## config.mk

```make
export PLATFORM = sky130hd
export DESIGN_NAME = alpha_recursion_ctrl
export DESIGN_NICKNAME = d
export VERILOG_FILES = /design/src/rtl/alpha_recursion_ctrl.sv
export SDC_FILE = /design/constraint.sdc
export NUM_CORES = 1
export LEC_CHECK = 0
export ABC_CLOCK_PERIOD_IN_PS = 2400
export CORE_AREA = 8 8 159 161
export DETAILED_ROUTE_END_ITERATION = 10
export DIE_AREA = 0 0 167 169
export PLACE_DENSITY = 0.77
export SLEW_MARGIN = 20
export SYNTH_ARGS = -nofsm -noshare
export SYNTH_HDL_FRONTEND = slang
export SYNTH_SLANG_ARGS = --single-unit
```

## constraint.sdc

```tcl
create_clock -name clk -period 2.4 [get_ports clk]
set_input_delay 0.24 -clock clk [delete_from_list [all_inputs] [get_ports clk]]
set_output_delay 0.24 -clock clk [all_outputs]
set_load 0.02 [all_outputs]
```

## src/rtl/alpha_recursion_ctrl.sv

```systemverilog
// alpha_recursion_ctrl: sequences the forward (alpha) recursion of the
// max-product SISO decoder. One trellis step at a time it fetches branch
// metrics, launches the alpha datapath, waits for its result, feeds it back
// as previous alpha and streams every alpha vector to the alpha memory.
module alpha_recursion_ctrl #(
  parameter int unsigned    BITS      = 16,
  parameter int unsigned    STATES    = 8,
  parameter int unsigned    ADDR_BITS = 10,
  parameter logic [BITS-1:0] NEG_INF  = 16'hFC00,
  parameter logic [BITS-1:0] ZERO     = 16'h0000
) (
  input  logic                     clk,
  input  logic                     rst,
  input  logic                     start,
  input  logic                     abort,
  input  logic [ADDR_BITS-1:0]     frame_len,
  output logic                     busy,
  output logic                     done,
  output logic                     err,
  output logic                     bm_rd_en,
  output logic [ADDR_BITS-1:0]     bm_rd_addr,
  output logic                     dp_in_valid,
  output logic [BITS*STATES-1:0]   dp_prev_alpha,
  input  logic                     dp_out_valid,
  input  logic [BITS*STATES-1:0]   dp_alpha,
  output logic                     alpha_wr_en,
  output logic [ADDR_BITS-1:0]     alpha_wr_addr,
  output logic [BITS*STATES-1:0]   alpha_wr_data
);

  typedef enum logic [2:0] {
    S_IDLE,
    S_INIT,
    S_FETCH,
    S_LAUNCH,
    S_WAIT,
    S_DONE
  } state_t;

  state_t                   state;
  state_t                   next_state;

  logic [ADDR_BITS-1:0]     step;
  logic [ADDR_BITS-1:0]     step_nxt;
  logic [ADDR_BITS-1:0]     len;
  logic [BITS*STATES-1:0]   prev_alpha;
  logic [BITS*STATES-1:0]   init_vec;
  logic                     wr_en_q;
  logic [ADDR_BITS-1:0]     wr_addr_q;
  logic                     zero_done_q;

  logic                     accept;
  logic                     zero_start;
  logic                     init_load;
  logic                     capture;
  logic                     done_state;

  assign step_nxt = step + ADDR_BITS'(1);

  // Starting metrics: state 0 is certain, all others impossible.
  always_comb begin
    init_vec = '0;
    for (int unsigned i = 0; i < STATES; i++) begin
      init_vec[i*BITS +: BITS] = (i == 0) ? ZERO : NEG_INF;
    end
  end

  // State register.
  always_ff @(posedge clk) begin
    if (rst) begin
      state <= S_IDLE;
    end else begin
      state <= next_state;
    end
  end

  // Next-state decode and per-state strobes; abort overrides every transition.
  always_comb begin
    next_state  = state;
    busy        = 1'b0;
    bm_rd_en    = 1'b0;
    dp_in_valid = 1'b0;
    done_state  = 1'b0;
    accept      = 1'b0;
    zero_start  = 1'b0;
    init_load   = 1'b0;
    capture     = 1'b0;
    case (state)
      S_IDLE: begin
        if (start) begin
          if (frame_len != '0) begin
            accept     = 1'b1;
            next_state = S_INIT;
          end else begin
            zero_start = 1'b1;
          end
        end
      end
      S_INIT: begin
        busy       = 1'b1;
        init_load  = 1'b1;
        next_state = S_FETCH;
      end
      S_FETCH: begin
        busy       = 1'b1;
        bm_rd_en   = 1'b1;
        next_state = S_LAUNCH;
      end
      S_LAUNCH: begin
        busy        = 1'b1;
        dp_in_valid = 1'b1;
        next_state  = S_WAIT;
      end
      S_WAIT: begin
        busy = 1'b1;
        if (dp_out_valid) begin
          capture    = 1'b1;
          next_state = (step_nxt == len) ? S_DONE : S_FETCH;
        end
      end
      S_DONE: begin
        busy       = 1'b1;
        done_state = 1'b1;
        next_state = S_IDLE;
      end
      default: next_state = S_IDLE;
    endcase
    if (abort) begin
      next_state = S_IDLE;
      accept     = 1'b0;
      zero_start = 1'b0;
      init_load  = 1'b0;
      capture    = 1'b0;
    end
  end

  // Step counter, frame length latch, previous-alpha feedback and registered write port.
  always_ff @(posedge clk) begin
    if (rst) begin
      step        <= '0;
      len         <= '0;
      prev_alpha  <= '0;
      wr_en_q     <= 1'b0;
      wr_addr_q   <= '0;
      zero_done_q <= 1'b0;
    end else begin
      wr_en_q     <= 1'b0;
      zero_done_q <= zero_start;
      if (accept) begin
        len  <= frame_len;
        step <= '0;
      end
      if (init_load) begin
        prev_alpha <= init_vec;
        wr_en_q    <= 1'b1;
        wr_addr_q  <= '0;
      end
      if (capture) begin
        prev_alpha <= dp_alpha;
        wr_en_q    <= 1'b1;
        wr_addr_q  <= step_nxt;
        if (next_state == S_FETCH) begin
          step <= step_nxt;
        end
      end
    end
  end

  // Sticky error: a datapath result arriving when none is awaited.
  always_ff @(posedge clk) begin
    if (rst) begin
      err <= 1'b0;
    end else if (dp_out_valid && state != S_WAIT) begin
      err <= 1'b1;
    end else if (accept) begin
      err <= 1'b0;
    end
  end

  assign done          = done_state | zero_done_q;
  assign bm_rd_addr    = step;
  assign dp_prev_alpha = prev_alpha;
  assign alpha_wr_en   = wr_en_q;
  assign alpha_wr_addr = wr_addr_q;
  assign alpha_wr_data = prev_alpha;

endmodule
```

==> flow_metrics.py <==
metrics = {
    "timing": {
        "drv_slew": 0,
        "post-route-period-util_pct": 94.8,
        "fin_setup_tns_ns": 0,
        "min_period_ns": 2.28,
        "setup_viol": 0,
        "max_slew_margin_pct": 65.9,
        "grt_setup_unrepaired": "true",
        "finClkSkew_ns": 0.0112,
        "worst_slew_pin_slew_ns": 0.511,
        "hold_violations": 0,
        "fmax_mhz": 439,
    },
    "synth": {
        "ys_top_cells_by_area": "dfxtp_1 46%, buf_4 14%, a22oi_1 9.4%, o221a_2 6.6%, nor2_1 6.4%",
        "synth_ff_type": "dfxtp_1",
        "synth_top_area_share_pct": 45.7,
        "synthTopCellsByCount": "164 x dfxtp_1, 131 x buf_4, 123 x nor2_1",
        "synth_cells": 764,
        "ys_seq_elements": 164,
        "synthArstFlopShare_pct": 0,
        "synth_seq_area_share_pct": 45.7,
        "synth.most_common_cell": "dfxtp_1",
        "synth_area_sq_mm": 0.00719,
        "synth_top_cell_by_area": "dfxtp_1",
        "synth_cell_type_count": 57,
        "synth_warnings": 0,
        "synth_edf_count": 0,
        "synth_nets": 908,
        "avgSynthCellArea_sq_um": 9.41,
    },
    "finish": {
        "register_area_sq_mm": 0.00329,
        "final_net_count": 1191,
        "areaGrowthSynthToFinish_pct": 59.9,
        "antenna_cells": 0,
        "fillers": 2077,
        "fin_area_sq_mm": 0.0115,
        "multi_input_area_sq_mm": 0.00272,
        "layout-drive-gt1-share_pct": 12.3,
    },
    "route": {
        "final_antenna_net_count": 0,
        "first_pass_iters": 5,
        "drc_errors": 0,
        "wire_per_inst_microns": 20.1,
        "drtIter0Drc": 475,
        "routed_wl_microns": 27100,
        "vias_per_cell": 4.95,
        "vias": 6674,
    },
    "clocking": {
        "clock-root-buffer": "clkbuf_16",
        "cts_tree": "yes",
        "cts_buffer_depth": 2,
        "clock_sinks": 164,
        "htreeDepth": 4,
        "cts_made_buffers": 17,
        "clkTransAtPathRegs_ns": 0.07,
        "clkLatencyLatePin_ns": 0.42,
        "cts_hold_buf": 0,
    },
    "global_route": {
        "track_usage_pct": 18.1,
        "grt_pass1_vias": 6937,
        "antenna_found_initial": 1,
        "grt_pass1_wl_microns": 40600,
        "grt_overflow": 0,
        "grt_max_degree": 78,
    },
    "setup_path": {
        "critPathCaptureType": "flip-flop",
        "worstPathRequired_ns": 2.74,
        "critPathArrivalTime_ns": 2.61,
        "r2r_setup_slack_ns": 0.12,
        "rr_startpoint": "bm_rd_addr[1]",
        "setup.worst_path.class": "flip-flop to flip-flop",
        "critical_path.max_fanout": 6,
        "start_kind": "flip-flop",
        "r2r-end": "bm_rd_addr[4]",
        "rr_worst_depth": 9,
    },
    "power": {
        "peakVddDrop_mv": 0.418,
        "power_mw": 6.05,
        "leakage_nw": 4.09,
        "power.density_mw_per_mm2": 526,
    },
    "floorplan": {
        "rows": 56,
        "start_util_pct": 31.4,
        "core_region_area_sq_mm": 0.0229,
        "io_pins": 425,
        "die_h_microns": 169,
        "dieArea_sq_mm": 0.0282,
        "die_w_microns": 167,
    },
    "worst_hold_path": {
        "whs_path_depth": 2,
        "hp-start": "rst",
        "hold_path_class": "input pin to flip-flop",
        "hold_end": "alpha_wr_addr[8]",
    },
    "run": {
        "maxCapViolCount": 0,
    },
    "placement": {
        "routabilityCongestion": 0.872,
        "place.port_buffers": 424,
        "place_area_sq_mm": 0.0109,
        "hpwl_microns": 20500,
    },
    "status": {
        "status": "completed",
    },
}
-- cell families (layout without fill, tap and decap cells) --
logic type	after synthesis	in the layout	synth area share [%]
compound gates	184	184	20.6
xor+xnor	10	10	1.60
fa+ha+maj	1	1	0.174
buf+inv	192	487	17.2
flops	164	164	45.7
mux	14	14	1.95
simple gates	199	199	12.8
-- area by class of cell --
cell class | instances | share of cell area, %
tap | 290 | 3.16
clock inverter | 12 | 1.06
clock buffer | 19 | 3.85
sequential | 164 | 28.7
inverter | 4 | 0.131
timing repair buffer | 452 | 39.5
multi-input combinational | 408 | 23.6
-- cell usage in the layout (no fill, tap or decap), drive strengths merged, types with 7 or more instances in the layout --
master	n
o221a	42
nor3	9
mux2i	14
a21oi	21
inv	7
dfxtp	164
buf	29
a22oi	90
nand3	18
clkdlybuf4s50	423
nand2	10
o21ai	13
nor2	123
clkbuf	19
-- state kept, by name, indices dropped and copies added (netlist names) --
register,flops
alpha_wr_addr,10
alpha_wr_data,128
alpha_wr_en,1
bm_rd_addr,10
err,1
len,10
state,3
zero_done_q,1
-- per-stage QoR --
step           setup slack (ns)  utilization [%]  hold slack, ns  instances
4_1_cts                  0.0129             49.9           0.264       1347
2_1_floorplan            0.0245                -           0.340        764
3_5_place_dp             0.0344             47.5           0.466       1316
6_report                  0.124             50.2           0.276       1349
5_1_grt                 -0.0141             50.2           0.296       1349
3_3_place_gp              0.102             47.5           0.448       1316
-- worst max-delay path, stage by stage (launching register included) --
cell      delay, ns
dfxtp_2        0.34
buf_4          0.15
and3_2         0.26
a221o_1        0.34
a211oi_2       0.22
or4b_4         0.20
o21ai_4        0.08
buf_4          0.15
or3_1          0.31
a31oi_1        0.16
-- report_power, final --
group          switching, mW  internal [mW]
logic                  0.242          0.364
clock network           1.18           1.47
registers             0.0347           2.76
-- metal layers --
layer  vias to the layer above  global-route usage [%]  wire length (microns)
li1                       3153                       -                      -
met1                      3154                    20.4                  11000
met2                       336                    31.5                  13300
met3                        29                    7.17                   2460
met4                         2                    4.43                    357
met5                         -                       0                     20
-- worst max-delay path by stage --
stage | slack [ns] | cells past startpoint | startpoint | to
floorplan | 0.02 | 10 | bm_rd_addr[1] | bm_rd_addr[4]
global placement | 0.10 | 9 | bm_rd_addr[0] | bm_rd_addr[2]
detailed placement | 0.03 | 9 | bm_rd_addr[1] | bm_rd_addr[3]
CTS | 0.01 | 9 | bm_rd_addr[1] | bm_rd_addr[3]
global route | -0.01 | 9 | bm_rd_addr[1] | bm_rd_addr[3]
finish | 0.12 | 9 | bm_rd_addr[1] | bm_rd_addr[4]
-- timing repair --
item	4_1_cts	5_1_grt
gates resized for setup	0	14
endpoints found under the setup margin	0	12
buffers inserted	0	2
No activity file was read; power rests on OpenSTA's default activity.
==> patch 1, RTL diff (same settings) <==
Register the output `alpha_wr_addr` once more; this adds one clock of latency there. The other outputs are not delayed to match.
--- a/src/rtl/alpha_recursion_ctrl.sv
+++ b/src/rtl/alpha_recursion_ctrl.sv
@@ -181,7 +181,9 @@
   assign bm_rd_addr    = step;
   assign dp_prev_alpha = prev_alpha;
   assign alpha_wr_en   = wr_en_q;
-  assign alpha_wr_addr = wr_addr_q;
+  always_ff @(posedge clk) begin
+    alpha_wr_addr <= wr_addr_q;
+  end
   assign alpha_wr_data = prev_alpha;
 
 endmodule
Formal check against the unedited RTL: not equivalent (a bounded check fails within 10 cycles, from zero or initial values and one cycle with rst high).
==> patch 1 against the unedited design <==
- wire length shrank 1.6%
- the run now ends with negative setup slack left
- largest power group unchanged
- highest routed layer unchanged
- final area is 1.5% higher
- sequential cell count rose by 10
- synthesized cell count increased by 3.3%
- worst setup slack worse by 0.23 ns
- sequential power rose by 6%
- area after synthesis is 2.4% higher
- power up 2.7%
- die area stayed put
==> patch 1: results (changes against the unedited design) <==
layout cells sized above 1=0.122 (was 0.123); status=finished with violations (was complete, no violations); arrival time worst endpoint=2.79 ns (was 2.61 ns); complex-gate fraction of the synthesized area=0.221 (was 0.206); vias in the first global route=6925 (was 6937); fillers=2083 (was 2077); R2R cell count=8 (was 9); final setup vio count=12 (was 0); largest stage delay on the critical path=0.58 ns (was 0.34 ns); setup TNS=-1.01 ns (was 0 ns); failing checks=negative setup slack; WL per Instance=19.4 µm (was 20.1 µm); final worst slack=-0.109 ns (was 0.124 ns); hold slack=0.0566 ns (was 0.276 ns); first-pass GRT wire length=40400 µm (was 40600 µm); Final nets=1216 (was 1191); 1st-iter DRT viols=499 (was 475); multiplexer area fraction after synthesis=0.00136 (was 0.0195); GPL Wtd Cong=0.889 (was 0.872); Synth cell types=56 (was 57); all-layer global routing usage=0.180 (was 0.181); footprint of the multi-input gates=2680 µm² (was 2720 µm²); synth cell count leaders=dfxtp_1, buf_4, nor2_1, a22oi_1, clkbuf_1 (unchanged); Post-Place Setup Slack=-0.0599 ns (was 0.0344 ns); xor and xnor area share after synthesis=0.00595 (was 0.0160); Syn Inst Count=789 (was 764); slew margin rel.=0.571 (was 0.659); HPWL after DPL=20300 µm (was 20500 µm); FF-to-FF End=bm_rd_addr[6]$_SDFF_PP0_ (was bm_rd_addr[4]$_SDFF_PP0_); placed cell count=1343 (was 1316); largest net degree at the start of global routing=98 (was 78); Crit-path slowest cell=or4_4 (was dfxtp_2); VDD IR max=0.309 mV (was 0.418 mV); post-placement cell area=11100 µm² (was 10900 µm²); Internal=4.66 mW (was 4.59 mW); syn_nets=933 (was 908)
[patch 1: kinds of logic (layout without fill, tap and decap cells)]
family	after synthesis	count (layout)
AND/OR/NAND/NOR	210	210
XOR/XNOR	5	5
adder cells (fa/ha/maj)	1	1
flip-flops	174	174
buffers and inverters	197	493
multiplexers	1	1
AO/OA/AOI/OAI	201	201
[patch 1: metal layers]
metal	up-vias	wire (µm)	GRT usage
met2	315	13200	0.316
met5	-	13	0
met3	25	2250	0.0685
met1	3206	10800	0.202
li1	3248	-	-
met4	2	319	0.0494
[patch 1: power by group through the flow]
stage	clock [mW]	sequential (mW)	combinational, mW
detailed placement	0	3.02	0.595
CTS	2.74	2.95	0.597
floorplan	0	3.04	0.206
global placement	0	3.02	0.591
finish	2.66	2.95	0.593
global route	2.86	2.96	0.631
[patch 1: worst max-delay path by stage]
stage | start | to | slack, ns
finish | bm_rd_addr[1]$_SDFF_PP0_ | bm_rd_addr[6]$_SDFF_PP0_ | -0.11
global route | bm_rd_addr[1]$_SDFF_PP0_ | bm_rd_addr[5]$_SDFF_PP0_ | -0.30
global placement | bm_rd_addr[1]$_SDFF_PP0_ | bm_rd_addr[6]$_SDFF_PP0_ | -0.02
CTS | bm_rd_addr[1]$_SDFF_PP0_ | bm_rd_addr[6]$_SDFF_PP0_ | -0.06
floorplan | bm_rd_addr[0]$_SDFF_PP0_ | bm_rd_addr[3]$_SDFF_PP0_ | 0.006
detailed placement | bm_rd_addr[1]$_SDFF_PP0_ | bm_rd_addr[7]$_SDFF_PP0_ | -0.06
[patch 1: final cells by class]
cell class / instances / area share
Inverter: 6 / 0.00193
Clock inverter: 14 / 0.0108
Clock buffer: 18 / 0.0376
Sequential cell: 174 / 0.300
Multi-Input combinational cell: 418 / 0.230
Tap cell: 290 / 0.0311
Timing Repair Buffer: 455 / 0.389
==> patch 2, RTL diff (same flow settings) <==
Made on the original files. `ADDR_BITS`: 10 -> 9.
--- a/src/rtl/alpha_recursion_ctrl.sv
+++ b/src/rtl/alpha_recursion_ctrl.sv
@@ -5,7 +5,7 @@
 module alpha_recursion_ctrl #(
   parameter int unsigned    BITS      = 16,
   parameter int unsigned    STATES    = 8,
-  parameter int unsigned    ADDR_BITS = 10,
+  parameter int unsigned    ADDR_BITS = 9,
   parameter logic [BITS-1:0] NEG_INF  = 16'hFC00,
   parameter logic [BITS-1:0] ZERO     = 16'h0000
 ) (
Interface: changed (resized alpha_wr_addr, bm_rd_addr and frame_len); port bits go from 425 to 422. The function was not compared with the original's and may differ.
==> patch 2 against the unedited design <==
- power grew 1.9%
- worst setup slack gained 0.037 ns
- area after synthesis shrank 5.0%
- wire length shrank 5.4%
- final area shrank 3.7%
- sequential share of layout area grew 0.46 points
- critical path depth shrank 2
- sequential cell count shrank 3
==> patch 2: results (changes against the unedited design) <==
Routed met1 length=10200 µm (was 11000 µm); Met3 Wirelength=1920 µm (was 2460 µm); slew margin rel.=0.607 (was 0.659); largest net degree at the start of global routing=97 (was 78); 1st-iter DRT viols=514 (was 475); Post-Place Setup Slack=0.138 ns (was 0.0344 ns); Leak=4.07 nW (was 4.09 nW); sequential area share after synthesis=0.472 (was 0.457); DR vias=6382 (was 6674); Syn Inst Count=748 (was 764); largest stage delay on the critical path=0.42 ns (was 0.34 ns); GRT met1 Usage=0.191 (was 0.204); M3 GR Usage=0.0596 (was 0.0717); all-layer global routing usage=0.174 (was 0.181); GPL Wtd Cong=0.863 (was 0.872); syn_nets=891 (was 908); input/output buffers=421 (was 424); layout cells sized above 1=0.0694 (was 0.123); Synth area leaders=dfxtp_1, buf_4, a22oi_1 (unchanged); HPWL after DPL=19200 µm (was 20500 µm); max FFs per register=128 (unchanged); metal2 WL=13100 µm (was 13300 µm); Max Clock Skew=0.0148 ns (was 0.0112 ns); status=complete, no violations (unchanged); VDD IR max=0.371 mV (was 0.418 mV); Clock Tree Buf Depth=2 (unchanged); top sig layer=met4 (was met5); vias in the first global route=6526 (was 6937); fillers=2115 (was 2077); Crit-path slowest cell=dfxtp_1 (was dfxtp_2); post-placement cell area=10500 µm² (was 10900 µm²); WL per Instance=19.3 µm (was 20.1 µm); Synth cell types=52 (was 57); synth cell count leaders=dfxtp_1, nor2_1, buf_4, a22oi_1, clkbuf_1 (was dfxtp_1, buf_4, nor2_1, a22oi_1, clkbuf_1); placed cell count=1296 (was 1316); Final nets=1168 (was 1191); M2 GR Usage=0.307 (was 0.315)
## patch 2: cell types whose count changed after synthesis, moves of 5 or more
cell / delta
o221a_2: -42
o22ai_1: +42
nor2_1: +34
a21oi_1: -15
nand3_1: -12
o21ai_0: -8
buf_2: +7
nand2_1: -5
## patch 2: power by group through the flow
stage	logic [mW]	clock network (mW)	registers (mW)
5_1_grt	0.664	3.02	2.75
6_report	0.627	2.80	2.74
3_5_place_dp	0.629	0	2.80
4_1_cts	0.631	2.90	2.74
3_3_place_gp	0.622	0	2.80
2_1_floorplan	0.224	0	2.83
## patch 2: cell type report
type / count / area [µm²] / share of cell area
Tap cell: 290 / 363 / 0.0328
Inverter: 2 / 7.51 / 0.000678
Clock buffer: 17 / 425 / 0.0384
Timing Repair Buffer: 443 / 4440 / 0.401
Sequential cell: 161 / 3220 / 0.291
Antenna cell: 1 / 2.50 / 0.000226
Clock inverter: 15 / 175 / 0.0158
Multi-Input combinational cell: 400 / 2440 / 0.220
## patch 2: final timing paths
check                                                 to                     start  slack (ns)  cells past startpoint
worst max-delay path            bm_rd_addr[8]$_SDFF_PP0_  bm_rd_addr[1]$_SDFF_PP0_        0.16                      7
worst min-delay path                 len[6]$_SDFFE_PP0P_                       rst        0.15                      2
worst max register to register  bm_rd_addr[8]$_SDFF_PP0_  bm_rd_addr[1]$_SDFF_PP0_        0.16                      7
worst min register to register          err$_SDFFE_PP0P_          err$_SDFFE_PP0P_        0.48                      2
## patch 2: kinds of logic (layout without fill, tap and decap cells)
group                    Yosys count  after routing  synth area share
flip-flops                       161            161             0.472
buffers and inverters            187            477             0.176
AO/OA/AOI/OAI                    168            168             0.179
AND/OR/NAND/NOR                  206            206             0.133
other                              0              1                 0
XOR/XNOR                          14             14            0.0220
multiplexers                      11             11            0.0163
adder cells (fa/ha/maj)            1              1           0.00183
